==> src/rtl/regfile_dbg_pkg.sv <==
// Shared types and width helpers for the regfile debug arbiter.
// Used by the arbiter top and its trace FIFO.
package regfile_dbg_pkg;

  typedef enum logic [1:0] {
    ST_IDLE,
    ST_STALL,
    ST_ACCESS,
    ST_RESP
  } dbg_state_e;

  function automatic int trace_w(input int aw, input int dw);
    return aw + dw;
  endfunction

  function automatic int count_w(input int depth);
    return $clog2(depth + 1);
  endfunction

  function automatic int drain_w(input int n);
    return (n > 1) ? $clog2(n) : 1;
  endfunction

endpackage

==> src/rtl/regfile_debug_arbiter_fifo.sv <==
// First-word-fall-through trace FIFO with clear and sticky overflow.
// A push into a full FIFO only succeeds when a pop frees a slot that cycle.
module trace_fifo
  import regfile_dbg_pkg::*;
#(
  parameter int DEPTH = 8,
  parameter int WIDTH = 37,
  parameter int CW    = count_w(DEPTH)
) (
  input  logic             clock,
  input  logic             reset,
  input  logic             clear,
  input  logic             push,
  input  logic [WIDTH-1:0] push_data,
  input  logic             pop_ready,
  output logic             pop_valid,
  output logic [WIDTH-1:0] pop_data,
  output logic [CW-1:0]    count,
  output logic             overflow
);

  localparam int PW = $clog2(DEPTH);

  logic [PW-1:0]    wr_ptr_q, wr_ptr_d;
  logic [PW-1:0]    rd_ptr_q, rd_ptr_d;
  logic [CW-1:0]    count_q, count_d;
  logic             ovf_q, ovf_d;
  logic [WIDTH-1:0] mem_q [DEPTH];
  logic             empty, full;
  logic             do_push, do_pop, wr_en;

  always_comb begin
    empty    = (count_q == '0);
    full     = (count_q == CW'(DEPTH));
    do_pop   = pop_ready && !empty;
    do_push  = push && (!full || do_pop);
    wr_en    = do_push && !clear;
    wr_ptr_d = wr_ptr_q;
    rd_ptr_d = rd_ptr_q;
    count_d  = count_q;
    ovf_d    = ovf_q;
    if (clear) begin
      wr_ptr_d = '0;
      rd_ptr_d = '0;
      count_d  = '0;
      ovf_d    = 1'b0;
    end else begin
      if (do_push) wr_ptr_d = wr_ptr_q + 1'b1;
      if (do_pop)  rd_ptr_d = rd_ptr_q + 1'b1;
      count_d = count_q + CW'(do_push) - CW'(do_pop);
      if (push && !do_push) ovf_d = 1'b1;
    end
  end

  always_ff @(posedge clock) begin
    if (reset) begin
      wr_ptr_q <= '0;
      rd_ptr_q <= '0;
      count_q  <= '0;
      ovf_q    <= 1'b0;
    end else begin
      wr_ptr_q <= wr_ptr_d;
      rd_ptr_q <= rd_ptr_d;
      count_q  <= count_d;
      ovf_q    <= ovf_d;
    end
  end

  // Storage needs no reset: validity comes from count_q alone.
  always_ff @(posedge clock) begin
    if (wr_en) mem_q[wr_ptr_q] <= push_data;
  end

  assign pop_valid = !empty;
  assign pop_data  = mem_q[rd_ptr_q];
  assign count     = count_q;
  assign overflow  = ovf_q;

endmodule

==> src/rtl/regfile_debug_arbiter.sv <==
// Arbitrates the register file between the processor and a debug port,
// and traces every architectural processor write into a FIFO.
module regfile_debug_arbiter
  import regfile_dbg_pkg::*;
#(
  parameter int DATA_WIDTH   = 32,
  parameter int ADDR_WIDTH   = 5,
  parameter int TRACE_DEPTH  = 8,
  parameter int DRAIN_CYCLES = 3
) (
  input  logic                  clock,
  input  logic                  reset,
  input  logic                  proc_ctrl_writeEnable,
  input  logic [ADDR_WIDTH-1:0] proc_ctrl_writeReg,
  input  logic [ADDR_WIDTH-1:0] proc_ctrl_readRegA,
  input  logic [ADDR_WIDTH-1:0] proc_ctrl_readRegB,
  input  logic [DATA_WIDTH-1:0] proc_data_writeReg,
  output logic [DATA_WIDTH-1:0] proc_data_readRegA,
  output logic [DATA_WIDTH-1:0] proc_data_readRegB,
  output logic                  proc_stall,
  output logic                  rf_ctrl_writeEnable,
  output logic [ADDR_WIDTH-1:0] rf_ctrl_writeReg,
  output logic [ADDR_WIDTH-1:0] rf_ctrl_readRegA,
  output logic [ADDR_WIDTH-1:0] rf_ctrl_readRegB,
  output logic [DATA_WIDTH-1:0] rf_data_writeReg,
  input  logic [DATA_WIDTH-1:0] rf_data_readRegA,
  input  logic [DATA_WIDTH-1:0] rf_data_readRegB,
  input  logic                  dbg_req_valid,
  output logic                  dbg_req_ready,
  input  logic                  dbg_req_write,
  input  logic [ADDR_WIDTH-1:0] dbg_req_addr,
  input  logic [DATA_WIDTH-1:0] dbg_req_wdata,
  output logic                  dbg_resp_valid,
  input  logic                  dbg_resp_ready,
  output logic [DATA_WIDTH-1:0] dbg_resp_rdata,
  output logic                  trace_valid,
  input  logic                  trace_ready,
  output logic [ADDR_WIDTH-1:0] trace_reg,
  output logic [DATA_WIDTH-1:0] trace_data,
  output logic [count_w(TRACE_DEPTH)-1:0] trace_count,
  output logic                  trace_overflow,
  input  logic                  trace_clear
);

  localparam int TW    = trace_w(ADDR_WIDTH, DATA_WIDTH);
  localparam int CNT_W = drain_w(DRAIN_CYCLES);
  localparam logic [CNT_W-1:0] DRAIN_LOAD =
    CNT_W'((DRAIN_CYCLES > 0) ? DRAIN_CYCLES - 1 : 0);

  dbg_state_e            state_q, state_d;
  logic [CNT_W-1:0]      cnt_q, cnt_d;
  logic                  req_write_q, req_write_d;
  logic [ADDR_WIDTH-1:0] req_addr_q, req_addr_d;
  logic [DATA_WIDTH-1:0] req_wdata_q, req_wdata_d;
  logic [DATA_WIDTH-1:0] rdata_q, rdata_d;
  logic                  trace_push;
  logic [TW-1:0]         trace_head;

  always_comb begin
    state_d             = state_q;
    cnt_d               = cnt_q;
    req_write_d         = req_write_q;
    req_addr_d          = req_addr_q;
    req_wdata_d         = req_wdata_q;
    rdata_d             = rdata_q;
    rf_ctrl_writeEnable = proc_ctrl_writeEnable;
    rf_ctrl_writeReg    = proc_ctrl_writeReg;
    rf_ctrl_readRegA    = proc_ctrl_readRegA;
    rf_ctrl_readRegB    = proc_ctrl_readRegB;
    rf_data_writeReg    = proc_data_writeReg;
    unique case (state_q)
      ST_IDLE: begin
        if (dbg_req_valid) begin
          req_write_d = dbg_req_write;
          req_addr_d  = dbg_req_addr;
          req_wdata_d = dbg_req_wdata;
          cnt_d       = DRAIN_LOAD;
          state_d     = (DRAIN_CYCLES > 0) ? ST_STALL : ST_ACCESS;
        end
      end
      ST_STALL: begin
        if (cnt_q == '0) state_d = ST_ACCESS;
        else cnt_d = cnt_q - 1'b1;
      end
      ST_ACCESS: begin
        rf_ctrl_readRegA    = req_addr_q;
        rf_ctrl_writeEnable = req_write_q;
        rf_ctrl_writeReg    = req_addr_q;
        rf_data_writeReg    = req_wdata_q;
        rdata_d = req_write_q ? req_wdata_q : rf_data_readRegA;
        state_d = ST_RESP;
      end
      ST_RESP: begin
        if (dbg_resp_ready) state_d = ST_IDLE;
      end
      default: state_d = ST_IDLE;
    endcase
    // Nothing may reach the regfile while reset is being applied.
    if (reset) rf_ctrl_writeEnable = 1'b0;
  end

  always_ff @(posedge clock) begin
    if (reset) begin
      state_q     <= ST_IDLE;
      cnt_q       <= '0;
      req_write_q <= 1'b0;
      req_addr_q  <= '0;
      req_wdata_q <= '0;
      rdata_q     <= '0;
    end else begin
      state_q     <= state_d;
      cnt_q       <= cnt_d;
      req_write_q <= req_write_d;
      req_addr_q  <= req_addr_d;
      req_wdata_q <= req_wdata_d;
      rdata_q     <= rdata_d;
    end
  end

  assign proc_data_readRegA = rf_data_readRegA;
  assign proc_data_readRegB = rf_data_readRegB;
  assign proc_stall         = (state_q != ST_IDLE);
  assign dbg_req_ready      = (state_q == ST_IDLE);
  assign dbg_resp_valid     = (state_q == ST_RESP);
  assign dbg_resp_rdata     = rdata_q;

  assign trace_push = proc_ctrl_writeEnable
                   && (proc_ctrl_writeReg != '0)
                   && (state_q != ST_ACCESS);

  trace_fifo #(
    .DEPTH(TRACE_DEPTH),
    .WIDTH(TW),
    .CW   (count_w(TRACE_DEPTH))
  ) u_trace (
    .clock    (clock),
    .reset    (reset),
    .clear    (trace_clear),
    .push     (trace_push),
    .push_data({proc_ctrl_writeReg, proc_data_writeReg}),
    .pop_ready(trace_ready),
    .pop_valid(trace_valid),
    .pop_data (trace_head),
    .count    (trace_count),
    .overflow (trace_overflow)
  );

  assign trace_reg  = trace_head[TW-1 -: ADDR_WIDTH];
  assign trace_data = trace_head[DATA_WIDTH-1:0];

endmodule

==> config.mk <==
export PLATFORM = sky130hd
export DESIGN_NAME = regfile_debug_arbiter
export DESIGN_NICKNAME = d
export VERILOG_FILES = /design/src/rtl/regfile_dbg_pkg.sv /design/src/rtl/regfile_debug_arbiter_fifo.sv /design/src/rtl/regfile_debug_arbiter.sv
export SDC_FILE = /design/constraint.sdc
export NUM_CORES = 1
export LEC_CHECK = 0
export CORE_ASPECT_RATIO = 2
export CORE_MARGIN = 10
export CORE_UTILIZATION = 40
export CTS_BUF_LIST = sky130_fd_sc_hd__clkbuf_16
export DETAILED_ROUTE_END_ITERATION = 8
export GPL_TIMING_DRIVEN = 0
export HOLD_SLACK_MARGIN = 0.08
export PLACE_DENSITY = 0.76
export SLEW_MARGIN = 20
export SYNTH_ARGS = -nofsm -noshare
export SYNTH_HDL_FRONTEND = slang
export SYNTH_SLANG_ARGS = --single-unit
export TNS_END_PERCENT = 50
==> constraint.sdc <==
create_clock -name clock -period 18.5 [get_ports clock]
set_clock_uncertainty 0.15 [all_clocks]
set_input_delay 3.7 -clock clock [delete_from_list [all_inputs] [get_ports clock]]
set_output_delay 3.7 -clock clock [all_outputs]
set_load 0.05 [all_outputs]
Word-level counts from Yosys, hierarchy flattened
Memory sizes are Yosys's and may differ from the RTL's. A register that Yosys moved wholly into a read port is not among the register bits.
Index checks and enable logic that the tools add are counted.
- register bits: 85
- bits in latches: 0
- RAM bits: 296
- bits in read-only memories: 0
- bits of input ports: 156
- word-level logic and storage cells: 63
- memories: 1
- memory list (memory ; depth ; bits a word ; read ports ; clocked after memory_dff ; write ports ; line ; text):
    u_trace.mem_q ; 8 ; 37 ; 1 ; 1 ; 1 ; regfile_debug_arbiter_fifo.sv:28 ; logic [WIDTH-1:0] mem_q [DEPTH];
- add/sub/neg operators: 5
- $mul: 0
- divide/modulo/power cells: 0
- order comparisons: 0
- equal/unequal tests: 9
- shift-type cells: 0
- muxes and demuxes: 17
- bitwise operators: 0
- reductions and logical operators: 21
- operators by type and width (cell ; number):
    32-bit two-way mux ; 2
    2-bit two-way mux ; 5
    5-bit two-way mux ; 2
    2-bit inequality test (second input constant) ; 4
    2-bit one-hot mux with 4 select lines ; 1
    3-bit by 1-bit adder with 3-bit output (second input constant) ; 2
    1-bit logical AND ; 6
    3-bit two-way mux ; 2
    3-bit AND reduction ; 2
    5-bit nonzero test ; 1
    4-bit by 1-bit adder with 4-bit output ; 1
    2-bit equality test (second input constant) ; 2
    4-bit equality test (second input constant) ; 1
    1-bit zero test ; 4
    2-bit zero test ; 2
    4-bit zero test ; 1
    1-bit two-way mux ; 4
    2-bit one-hot mux with 2 select lines ; 1
    2-bit nonzero test ; 2
    4-bit by 1-bit subtractor with 4-bit output ; 1
    2-bit by 1-bit equality test with 1-bit output (second input constant) ; 1
    2-bit by 1-bit inequality test with 1-bit output (second input constant) ; 1
    2-bit AND reduction ; 1
    2-bit OR reduction ; 1
    2 further kinds ; 2

Logic depth before layout (Yosys ltp)
Gate-level depths: netlist of run 1.
- depth in word-level cells: 8
- depth in mapped cells: 12
- mapped depth without buffers: 12

Modules after synthesis
From an unflattened synthesis of run 1, not the netlist that was laid out.
- cells, all modules: 993
- area, all modules: 16066.7 um^2
- modules (own cells, without submodules) (module ; times used ; cells an instance ; area each (um^2) ; sequential area each (um^2)):
    trace_fifo ; 1 ; 513 ; 11876.4 ; 9168.8
    regfile_debug_arbiter ; 1 ; 480 ; 4190.3 ; 1481.4

Worst setup path before layout of run 1
OpenSTA, ideal clock, no wires.
- kind: input port to output port
- start: input reset
- end: output rf_ctrl_writeEnable
- arrival time: 4861 ps
- setup slack: 9789 ps
- stages on the path: 3
- path through: clkbuf_1 > clkbuf_1 > a21oi_1
- longest elaborated chain between the ends: 1
- RTL lines (what ; line ; text):
    start: declaration ; regfile_debug_arbiter.sv:12 ; input logic reset,
    1-bit two-way mux ; regfile_debug_arbiter.sv:99 ; if (reset) rf_ctrl_writeEnable = 1'b0;
    end: declaration ; regfile_debug_arbiter.sv:21 ; output logic rf_ctrl_writeEnable,
Every way passes these cells.

Worst setup path in the final report of run 1
Ends and elaborated chain as after synthesis.

==> results.json, run 1 <==
{
  "drt_drc_violations_left": 0,
  "placement.io_buffers": 308,
  "comb_power_share_pct": 35.8,
  "worstPathArrival_ns": 6.30,
  "via_count": 9795,
  "cts_tree": "done",
  "cts.hold.buffers_added": 0,
  "cp-end-kind": "output port",
  "ys_ff_latch": 384,
  "regArea_sq_um": 10700,
  "clk_path_buf_depth": 3,
  "dieArea_sq_um": 48400,
  "drt_iter0_drc": 770,
  "period_share_pct": 54.9,
  "crit_buf_inv": 4,
  "wl_microns": 45900,
  "hp-class": "register to register",
  "finalHoldViolCount": 0,
  "cts_setup_buffers": 0,
  "ys_types": 39,
  "finalWeightedCongestion": 0.808,
  "syn-cell-area_sq_um": 15800,
  "die_width_microns": 161,
  "path_class": "input port to output port",
  "synth_top_area_share_pct": 56.2,
  "antenna_left": 0,
  "cts_root_buf": "clkbuf_16",
  "dp_slack_ns": 8.29,
  "fin_ws_ns": 8.35,
  "fin_nets": 1530,
  "numCtsBuffers": 34,
  "cp_top_family": "buffers and inverters",
  "multi_input_area_sq_um": 4340,
  "start_util_pct": 40.2,
  "final_cells": 1912,
  "vias_per_cell": 5.12,
  "area_growth_pct": 32.6,
  "rsz0062_at_grt": "false",
  "nFillCells": 3217,
  "min_period_ns": 10.15,
  "slew_headroom_pct": 29.5,
  "postSynthAreaPerCell_sq_um": 16.0,
  "p_clk_share_pct": 26.0,
  "p_leak_nw": 7.03,
  "synth_edf_count": 296,
  "async_flop_share_pct": 0,
  "antenna_found_initial": 3,
  "cts_sinks": 384,
  "power_density_nw_per_um2": 129,
  "synthTopCellsByArea": "edfxtp_1 (56%), dfxtp_1 (11%), mux4_2 (11%)",
  "htreeDepth": 2,
  "clkSlewWorstSetupHoldPaths_ns": 0.06,
  "yosysTopAreaCell": "edfxtp_1",
  "slowest_stage": "clkdlybuf4s50_1",
  "swShare_pct": 36.0,
  "grt_start_max_net_pins": 21,
  "drt_pass1_iterations": 7,
  "outcome": "finished, final reports clean",
  "dp_cells": 1849,
  "cp_slowest_stage_delay_ns": 0.76,
  "die-height_microns": 301,
  "first_global_vias": 10836,
  "maxSlewViolCount": 0,
  "grt_use_total_pct": 18.5,
  "ys_warn_count": 0,
  "core-area_sq_um": 39300,
  "synth_nets": 1161,
  "hpwl_microns": 33500,
  "grt.overflow.total": 0,
  "finalSetupViolCount": 0,
  "required_ns": 14.65,
  "grt_pass1_wl_microns": 67300,
  "synth-main-ff-cell": "edfxtp_1",
  "clk_latency_ns": 0.52,
  "maxCapViolCount": 0,
  "tns_ns": 0,
  "cp_cell_sequence": "clkdlybuf4s50_1, clkbuf_1, clkbuf_1, a21oi_1, clkdlybuf4s50_1",
  "ir_worst_vdd_mv": 0.0985,
  "yosysSeqAreaShare_pct": 67.4,
  "synthCells": 991,
  "max_freq_mhz": 98.5,
  "io_pins": 346,
  "rows": 103,
  "yosys-top-cells-count": "edfxtp_1 (296), nand2_1 (89), dfxtp_1 (88), mux4_2 (74)",
  "startpoint_type": "input port",
  "cts-resized-gates": 0,
  "wl_per_cell_microns": 24.0,
  "synth_most_common_cell": "edfxtp_1",
  "p_int_mw": 1.73,
  "crit_fanout": 10,
  "p_seq_share_pct": 38.3,
  "p_sw_uw": 973,
  "layout-drive-gt1-share_pct": 23.2,
  "max_slew.worst_pin.slew_ns": 1.06
}
[worst min-delay path, cell delays in order, from the launching register on]
cell     delay, ns
dfxtp_1       0.31
nand2_1       0.05
a21oi_1       0.05
[routing by layer]
metal / GRT usage (%) / wire length [microns] / vias to the layer above
li1: - / - / 4410
met5: 0 / 0 / -
met1: 20.5 / 16700 / 4932
met4: 7.33 / 1610 / 0
met2: 33.6 / 24500 / 381
met3: 3.88 / 2990 / 72
[flip-flops by register name, indices dropped and copies added (netlist names), named ones only]
signal and flops:
u_trace.count 4, req_addr_q 5, state_q 2, dbg_resp_rdata 32
u_trace.overflow 1, u_trace.mem_q 296, req_wdata_q 32, u_trace.rd_ptr_q 3
u_trace.wr_ptr_q 3, cnt_q 2, req_write_q 1
[final cells by class]
type,count,area share [%]
diodes,2,0.0239
plain buffers,123,3.77
clock buffers,35,4.18
clock inverters,26,1.06
inverters,24,0.430
multi-input cells,460,20.7
flip-flops and latches,384,50.8
well taps,525,3.13
repair buffers,333,15.9
[power by group through the flow]
| stage | Sequential, mW | Combinational [mW] | Clock, mW |
|---|---|---|---|
| finish | 1.04 | 0.968 | 0.702 |
| global route | 1.04 | 1.02 | 0.742 |
| CTS | 1.03 | 0.978 | 0.717 |
| detailed placement | 1.05 | 0.974 | 0 |
| global placement | 1.05 | 0.955 | 0 |
| floorplan | 1.15 | 0.528 | 0 |
[cells in the final DEF (no fill, tap or decap), types with 3 or more instances in the layout]
| cell | Yosys | routed |
|---|---|---|
| mux2_2 | 69 | 69 |
| a211oi_1 | 32 | 32 |
| clkbuf_1 | 16 | 16 |
| clkinvlp_4 | 0 | 5 |
| nand2_1 | 89 | 89 |
| mux2i_1 | 33 | 33 |
| inv_1 | 24 | 27 |
| nand2b_1 | 3 | 3 |
| nor3_1 | 3 | 3 |
| clkdlybuf4s50_1 | 0 | 308 |
| buf_2 | 13 | 25 |
| nand3_1 | 5 | 5 |
| clkinv_2 | 0 | 6 |
| mux4_2 | 74 | 74 |
| buf_12 | 0 | 8 |
| o21ai_0 | 14 | 14 |
| ha_1 | 13 | 13 |
| clkbuf_16 | 0 | 35 |
| nor2b_1 | 3 | 3 |
| edfxtp_1 | 296 | 296 |
| and2_1 | 3 | 3 |
| dfxtp_1 | 88 | 88 |
| xor2_1 | 3 | 3 |
| bufinv_16 | 0 | 3 |
| nor2_4 | 0 | 6 |
| buf_6 | 7 | 7 |
| nor2_1 | 51 | 45 |
| buf_4 | 69 | 74 |
| clkinv_1 | 0 | 5 |
| buf_1 | 17 | 17 |
| a21oi_1 | 46 | 46 |
[stage by stage]
stage | hold slack, ns | util [%] | area, sq um | power, mW
after global routing | 0.343 | 53.3 | 21000 | 2.81
final | 0.305 | 53.3 | 21000 | 2.71
after global placement | 0.293 | 49.7 | 19600 | 2.01
after CTS | 0.307 | 53.3 | 21000 | 2.73
after floorplan | 0.286 | - | 15800 | 1.68
after detailed placement | 0.299 | 50.5 | 19900 | 2.03
[kinds of logic after synthesis]
kind of cell	after synthesis	synth area share [%]
flip-flops	384	67.4
multiplexers	176	17.5
AND/OR/NAND/NOR	167	4.38
buffers and inverters	147	5.57
AO/OA/AOI/OAI	99	3.77
adder cells (fa/ha/maj)	14	1.16
XOR/XNOR	4	0.222
[path summary, 6_finish.rpt]
kind	start	end	slack, ns	cells after the start
max	reset	rf_ctrl_writeEnable	8.35	5
min	req_addr_q[1]$_SDFFE_PP0P_	req_addr_q[1]$_SDFFE_PP0P_	0.30	2
max reg2reg	state_q[0]$_SDFFE_PP0P_	u_trace.mem_q[1][10]$_DFFE_PP_	14.75	11
min reg2reg	req_addr_q[1]$_SDFFE_PP0P_	req_addr_q[1]$_SDFFE_PP0P_	0.30	2
Note: power is estimated with default switching activity, not from simulation.
==> inputs of run 2 (changes only) <==
clock period = 10 ns   (was 18.5 ns; I/O delays follow)
==> results of run 2 <==
The final DEF is identical to that of run 1. Status: finished, final reports clean.
Among the figures that moved: setup slack after placement 8.29 ns -> 3.19 ns; setup slack after layout 8.35 ns -> 3.25 ns; register-to-register setup slack 14.75 ns -> 6.25 ns; total power 2.71 mW -> 5.00 mW; worst IR drop on VDD 0.0985 mV -> 0.182 mV
==> inputs of run 3 (changes only) <==
PLACE_DENSITY = 0.78   (was 0.76)
clock period = 5.7 ns   (was 10 ns; I/O delays follow)
==> run 3 against run 2 <==
Net effect: power up 74%; die area unchanged; sequential share of layout area up 0.17 points; final cell count down 0.47%; first-iteration DRC count down 20%; critical path type unchanged; largest power group unchanged.
==> results.json, run 3 (same netlist as run 1, synthesis figures left out) <==
{
  "drt_drc_violations_left": 0,
  "antenna_left": 0,
  "maxCapViolCount": 0,
  "drt_pass1_iterations": 5,
  "via_count": 9758,
  "cts_sinks": 384,
  "rsz0062_at_grt": "false",
  "cts.hold.buffers_added": 0,
  "layout-drive-gt1-share_pct": 22.5,
  "grt_pass1_wl_microns": 67000,
  "fin_nets": 1521,
  "largest_reg_flops": 296,
  "period_share_pct": 88.4,
  "clk_path_buf_depth": 3,
  "cts_root_buf": "clkbuf_16",
  "grt_start_max_net_pins": 22,
  "cts-resized-gates": 0,
  "p_leak_nw": 7.00,
  "utilization_pct": 53.2,
  "crit_start": "reset",
  "htreeDepth": 1,
  "dp_slack_ns": 0.682,
  "layout_common_cells": "clkdlybuf4s50_1 (308), edfxtp_1 (296), nand2_1 (89), dfxtp_1 (88), buf_4 (76)",
  "area_growth_pct": 32.2,
  "rows": 103,
  "cp_num_cells": 5,
  "outcome": "finished, final reports clean",
  "grt.overflow.total": 0,
  "cp-end-kind": "output port",
  "start_util_pct": 40.2,
  "drt_iter0_drc": 616,
  "hpwl_microns": 33200,
  "wl_per_cell_microns": 23.7,
  "wl_microns": 45200,
  "die-height_microns": 301,
  "cp_slowest_stage_delay_ns": 0.76,
  "cts_setup_buffers": 0,
  "numCtsBuffers": 31,
  "crit_buf_inv": 4,
  "top_register": "u_trace.mem_q",
  "required_ns": 4.41,
  "first_global_vias": 10773,
  "maxSlewViolCount": 0,
  "finalSetupViolCount": 0,
  "reg2reg_to": "u_trace.mem_q[1][23]$_DFFE_PP_",
  "power_density_nw_per_um2": 416,
  "max_slew.worst_pin.slew_ns": 0.958,
  "ir_worst_vdd_mv": 0.356,
  "clk_latency_ns": 0.57,
  "nFillCells": 3223,
  "cp_top_family": "buffers and inverters",
  "rr_worst_depth": 10,
  "crit_fanout": 10,
  "die_width_microns": 161,
  "slowest_stage": "clkdlybuf4s50_1",
  "antenna_found_initial": 2,
  "cts_tree": "done",
  "min_period_ns": 5.04,
  "multi_input_area_sq_um": 4350,
  "startpoint_type": "input port",
  "finalHoldViolCount": 0,
  "regArea_sq_um": 10700,
  "finalWeightedCongestion": 0.832,
  "final_common_cell": "clkdlybuf4s50_1",
  "clkSlewWorstSetupHoldPaths_ns": 0.07,
  "slew_headroom_pct": 36.1,
  "vias_per_cell": 5.13,
  "worstPathArrival_ns": 3.75,
  "fin_ws_ns": 0.661,
  "placement.io_buffers": 308,
  "grt_use_total_pct": 18.2,
  "io_pins": 346,
  "hp-class": "register to register",
  "max_freq_mhz": 198,
  "cp_cell_sequence": "clkdlybuf4s50_1, clkbuf_1, clkbuf_1, a21oi_1, clkdlybuf4s50_1",
  "crit_path_end": "rf_ctrl_writeEnable",
  "dieArea_sq_um": 48400,
  "core-area_sq_um": 39300,
  "hp-start": "req_addr_q[3]$_SDFFE_PP0P_",
  "path_class": "input port to output port",
  "r2r_setup_slack_ns": 2.16,
  "r2r-start": "state_q[0]$_SDFFE_PP0P_"
}
[run 3: cell count changes in the layout (fill, tap and decap cells not counted), sizes merged]
cell,before,now
bufinv,3,5
clkinvlp,5,2
clkinv,13,9
clkbuf,52,48
buf,131,125
inv,29,35
[run 3: worst reg2reg max path, delay by kind of cell (launching register included)]
kind | cells | cell delay [ns]
AND/OR/NAND/NOR | 3 | 1.15
buffers and inverters | 5 | 1.03
flip-flops | 1 | 0.39
AO/OA/AOI/OAI | 1 | 0.33
adder cells (fa/ha/maj) | 1 | 0.19
[run 3: report_power, final]
group          switching, mW  internal (mW)  total [mW]  leakage (nW)
registers              0.127           3.23        3.36          3.39
clock network          0.969           1.22        2.19         0.535
logic                   2.01           1.12        3.14          3.07
total                   3.11           5.57        8.68          7.00
[run 3: metal layers]
metal / global-route usage, % / part of all wire [%]
met5: 0 / 0
met4: 7.81 / 3.8
met3: 4.75 / 7.6
met2: 32.9 / 53
met1: 19.7 / 35
[run 3: worst min-delay path by stage]
stage	slack (ns)	cells after the start	to
2_1_floorplan	0.29	2	req_addr_q[4]$_SDFFE_PP0P_
3_3_place_gp	0.30	2	req_addr_q[3]$_SDFFE_PP0P_
3_5_place_dp	0.30	2	req_addr_q[3]$_SDFFE_PP0P_
4_1_cts	0.31	2	req_addr_q[0]$_SDFFE_PP0P_
5_1_grt	0.33	2	req_addr_q[3]$_SDFFE_PP0P_
6_report	0.31	2	req_addr_q[3]$_SDFFE_PP0P_
[run 3: through the flow]
step / total power [mW] / cell area, sq um / TNS, ns / hold slack (ns) / instances
finish: 8.69 / 20900 / 0 / 0.310 / 1903
global route: 9.04 / 20900 / 0 / 0.329 / 1903
CTS: 8.75 / 20900 / 0 / 0.312 / 1901
detailed placement: 6.57 / 19900 / 0 / 0.301 / 1843
global placement: 6.50 / 19600 / -340.74 / 0.296 / 1824
floorplan: 5.44 / 15800 / -6.14 / 0.286 / 991
[run 3: cell type report]
class,instances,share of cell area [%]
Sequential cell,384,51.0
Multi-Input combinational cell,460,20.8
Timing Repair Buffer,327,15.9
Buffer,123,3.78
Clock buffer,31,3.71
Tap cell,525,3.14
Clock inverter,27,1.25
Inverter,24,0.431
Antenna cell,2,0.0239
==> variant 1, RTL diff (flow settings as in run 2) <==
Re-encode `dbg_state_e` (4 states) as one-hot, 4 bits wide.
--- a/src/rtl/regfile_dbg_pkg.sv
+++ b/src/rtl/regfile_dbg_pkg.sv
@@ -4,7 +4,7 @@
 
-  typedef enum logic [1:0] {
-    ST_IDLE,
-    ST_STALL,
-    ST_ACCESS,
-    ST_RESP
+  typedef enum logic [3:0] {
+    ST_IDLE   = 4'b0001,
+    ST_STALL  = 4'b0010,
+    ST_ACCESS = 4'b0100,
+    ST_RESP   = 4'b1000
   } dbg_state_e;
Formal check against the unedited RTL: no difference found for any inputs over 4 cycles, from zero or initial values and one cycle with reset high; so few cycles prove little.
==> variant 1 against run 2 <==
- sequential cell count increased by 2
- register-to-register slack improved by 430 ps
- via count increased by 3.5%
- area after synthesis about the same
- first-iteration DRC count decreased by 23%
- fmax increased by 9.9%
- die area about the same
- wire length increased by 2.9%
- setup slack improved by 610 ps
- critical path depth decreased by 1
- hold slack improved by 11 ps
- design area decreased by 0.76%
Power is not compared: it rests on default switching activity, and its combinational part moved more than twofold at a synthesized area within 25%.
==> variant 1: results <==
placed_design:
  place_congestion: 0.925
  placed_cell_area_sq_mm: 0.0199
  dpl.hpwl_microns: 35800
  numPortBuffers: 307
  dp_cells: 1912
global_routing:
  met2_usage_pct: 35.1
  track_usage_pct: 18.8
  grt_pass1_vias: 11048
  use_met3_pct: 4.04
  grt_pass1_wl_microns: 69400
  use_met1_pct: 19.5
logic_synthesis:
  ys_seq_area_share_pct: 67.6
  synthFlopType: "edfxtp_1"
  synthTopCellsByCount: "edfxtp_1, nand2_1, dfxtp_1"
  syn_area_per_cell_sq_um: 14.9
  ys_types: 42
  synth_area_leaders: "edfxtp_1, dfxtp_1, mux4_2"
  netlist_area_sq_mm: 0.0158
  synthesis.nets: 1225
min_path:
  min_to: "req_addr_q[2]"
  min_from: "req_addr_q[2]"
cells_and_area:
  buf_share_pct: 19.9
  diodes: 1
  design.seq.count: 386
  multi_input_area_sq_mm: 0.00438
  n_clock_buffer: 32
  n_all_buffers: 455
  synthToLayoutAreaGrowth_pct: 31.5
  fin_nets: 1584
  nNonClkInverters: 11
  seq_area_share_pct: 51.4
  multi_input_gates: 535
  layout.cells.non_filler: 1966
  layout-drive-gt1-share_pct: 19.6
  clkCellAreaFrac_pct: 4.36
  nFillCells: 3176
sta:
  hold_slack_ps: 315
  slew_headroom_pct: 46.3
  fin_ws_ps: 3860
clock_network:
  insertion_delay_ps: 570
  numCtsBuffers: 29
critical_path:
  rrSetupSlack_ps: 6680
  crit_arrival_ps: 3990
  reg2reg_depth: 10
  reg2reg_to: "u_trace.mem_q[1][21]"
  cp_slowest_cell: "clkdlybuf4s50_1"
  r2r-start: "state_q[1]"
route:
  wl_per_cell_microns: 24.0
  wl_met3_microns: 3000
  drtPass1Iterations: 5
  drt-met1-wl_microns: 16300
  dr.first_iter.drc_count: 596
run_status:
  status: "finished, final reports clean"
variant 1: cell count changes in the layout (fill, tap and decap cells not counted), moves of 5 or more:
cell,change
nand2_1,+118
mux2_2,-32
buf_1,-14
clkbuf_1,+13
o21ai_0,-11
inv_1,-10
buf_6,-5
clkinvlp_4,-5
variant 1: logic make-up (layout without fill, tap and decap cells):
kind of cell / after synthesis / in the layout / synth area share, %
flip-flops: 386 / 386 / 67.6
AND/OR/NAND/NOR: 289 / 289 / 7.49
multiplexers: 143 / 143 / 15.2
buffers and inverters: 138 / 519 / 5.16
AO/OA/AOI/OAI: 89 / 89 / 3.53
adder cells (fa/ha/maj): 10 / 10 / 0.838
XOR/XNOR: 4 / 4 / 0.221
other: 0 / 1 / 0
variant 1: power groups by stage:
stage	combinational, mW	clock (mW)	sequential (mW)
after floorplan	0.479	0	1.83
after detailed placement	0.781	0	1.82
final	0.775	1.12	1.78
after global routing	0.819	1.19	1.79
after CTS	0.785	1.13	1.78
after global placement	0.763	0	1.82
==> variant 2, RTL diff (settings of run 2) <==
Made on the original files. Set the parameter `TRACE_DEPTH` to 4 (it was 8).
--- a/src/rtl/regfile_debug_arbiter.sv
+++ b/src/rtl/regfile_debug_arbiter.sv
@@ -7,3 +7,3 @@
   parameter int ADDR_WIDTH   = 5,
-  parameter int TRACE_DEPTH  = 8,
+  parameter int TRACE_DEPTH  = 4,
   parameter int DRAIN_CYCLES = 3
Ports: changed (resized trace_count); port bits go from 346 to 345. The function was not compared with the original's and may differ.
==> variant 2 against run 2 <==
- fmax grew 3.0%
- wire length shrank 32%
- global-route usage grew 0.94 points
- design area shrank 33%
- cell count shrank 28%
- register-to-register slack gained 770 ps
- utilization grew 4.8 points
- total power shrank 31%
- non-clock buffer count shrank 18
- sequential cell count shrank 152
- area after synthesis shrank 38%
- setup slack gained 200 ps
- clock power shrank 39%
- critical endpoint unchanged
- largest cell class unchanged
- largest power group is now combinational logic
- highest routed layer is now met5
==> variant 2: results <==
run_status:
  status: "finished, final reports clean"
min_path:
  min_to: "u_trace.overflow"
  hold_path.class: "reg2reg"
  min_from: "u_trace.overflow"
  whs_path_depth: 2
route:
  dr.first_iter.drc_count: 354
  wl_per_cell_microns: 22.6
  via_per_inst: 5.02
  drc: 0
  drtPass1Iterations: 4
critical_path:
  rrSetupSlack_ps: 7020
  reg2reg_to: "u_trace.mem_q[0][24]"
  worstSetupStartpoint: "reset"
  reg2reg_depth: 9
  worstPathMaxFanout: 10
  crit_arrival_ps: 4400
  r2r-start: "state_q[0]"
logic_synthesis:
  netlist_area_sq_mm: 0.00982
  async_reset_ff_share_pct: 0
  synthesis.nets: 894
  yosysWarnings: 0
  synth_edf_count: 148
  ys_seq_area_share_pct: 62.4
  synth_area_leaders: "edfxtp_1, dfxtp_1, mux4_2"
  synthFlopType: "edfxtp_1"
  synthTopCellsByCount: "edfxtp_1, dfxtp_1, nand2_1"
  ys_types: 33
power:
  power.leakage_nw: 5.00
  vdd_drop_max_v: 0.000174
cells_and_area:
  layout-drive-gt1-share_pct: 19.4
  largest-register: "u_trace.mem_q"
  largest_reg_flops: 148
  fin_nets: 1244
  nFillCells: 2047
placed_design:
  numPortBuffers: 307
  place_congestion: 0.788
  dpl.hpwl_microns: 24200
  place_ws_ps: 3370
clock_network:
  ctsResizeCount: 0
  clk_pin_slew_ps: 70
  numCtsBuffers: 21
  cts_setup_buffers: 0
  clockBufferDepth: 3
  insertion_delay_ps: 500
  cts_root_buf: "clkbuf_16"
  cts_max_level: 1
global_routing:
  antenna_found_initial: 3
  grt_pass1_vias: 7422
  grt_pass1_wl_microns: 46500
  grt_max_degree: 18
  track_usage_pct: 19.4
sta:
  slew_headroom_pct: 44.0
## variant 2: cell count changes after synthesis, sizes merged, moves of 3 or more
cell / delta
dfxtp: -4
nor2: -8
xnor2: +3
a21oi: -4
nor3b: +4
buf: -12
edfxtp: -148
nand2: -5
mux2: -37
mux4: -37
nand3: -5
## variant 2: how the worst max path moves through the flow
stage	endpoint	slack, ps	cells past startpoint
finish	rf_ctrl_writeEnable	3450	5
global route	rf_ctrl_writeEnable	3270	5
global placement	u_trace.mem_q[0][19]	1110	4
CTS	rf_ctrl_writeEnable	3360	5
floorplan	u_trace.mem_q[1][0]	4160	3
detailed placement	rf_ctrl_writeEnable	3370	5
## variant 2: power by group
group	total [mW]	switching, mW	leakage [nW]	internal (mW)
registers	1.20	0.0628	2.03	1.13
clock network	0.796	0.352	0.350	0.445
logic	1.44	0.939	2.62	0.500
total	3.43	1.35	5.00	2.08
## variant 2: logic make-up after synthesis
kind of cell | synth area share [%]
buffers and inverters | 8.00
multiplexers | 15.6
AO/OA/AOI/OAI | 5.69
AND/OR/NAND/NOR | 6.27
flip-flops | 62.4
XOR/XNOR | 0.446
adder cells (fa/ha/maj) | 1.61
## variant 2: final cells by class
| cell class | count | area (sq um) | share of cell area [%] |
|---|---|---|---|
| clock buffer | 23 | 576 | 4.07 |
| antenna | 2 | 5.00 | 0.0354 |
| tap | 290 | 363 | 2.57 |
| clock inverter | 14 | 106 | 0.752 |
| multi-input combinational | 358 | 2930 | 20.7 |
| sequential | 232 | 6130 | 43.3 |
| timing repair buffer | 327 | 3250 | 23.0 |
| buffer | 111 | 692 | 4.89 |
| inverter | 25 | 93.8 | 0.664 |
## variant 2: through the flow
stage / hold slack (ps) / area (sq um) / cells / power (mW)
after floorplan: 286 / 9820 / 726 / 2.14
after detailed placement: 295 / 13500 / 1343 / 2.67
after global routing: 323 / 14100 / 1382 / 3.58
after CTS: 305 / 14100 / 1380 / 3.47
after global placement: 290 / 13300 / 1323 / 2.65
final: 309 / 14100 / 1382 / 3.43
## variant 2: routing by layer
metal | track usage [%] | routed length, microns | vias up
met3 | 4.71 | 2440 | 44
met1 | 19.7 | 10600 | 3356
li1 | - | - | 3265
met5 | 0 | 13 | -
met2 | 36.7 | 17400 | 270
met4 | 6.38 | 774 | 2
## variant 2: critical path: stages
cell and delay [ps]:
clkdlybuf4s50_1 570, clkbuf_1 450, buf_1 540, nor2_1 110, clkdlybuf4s50_1 730
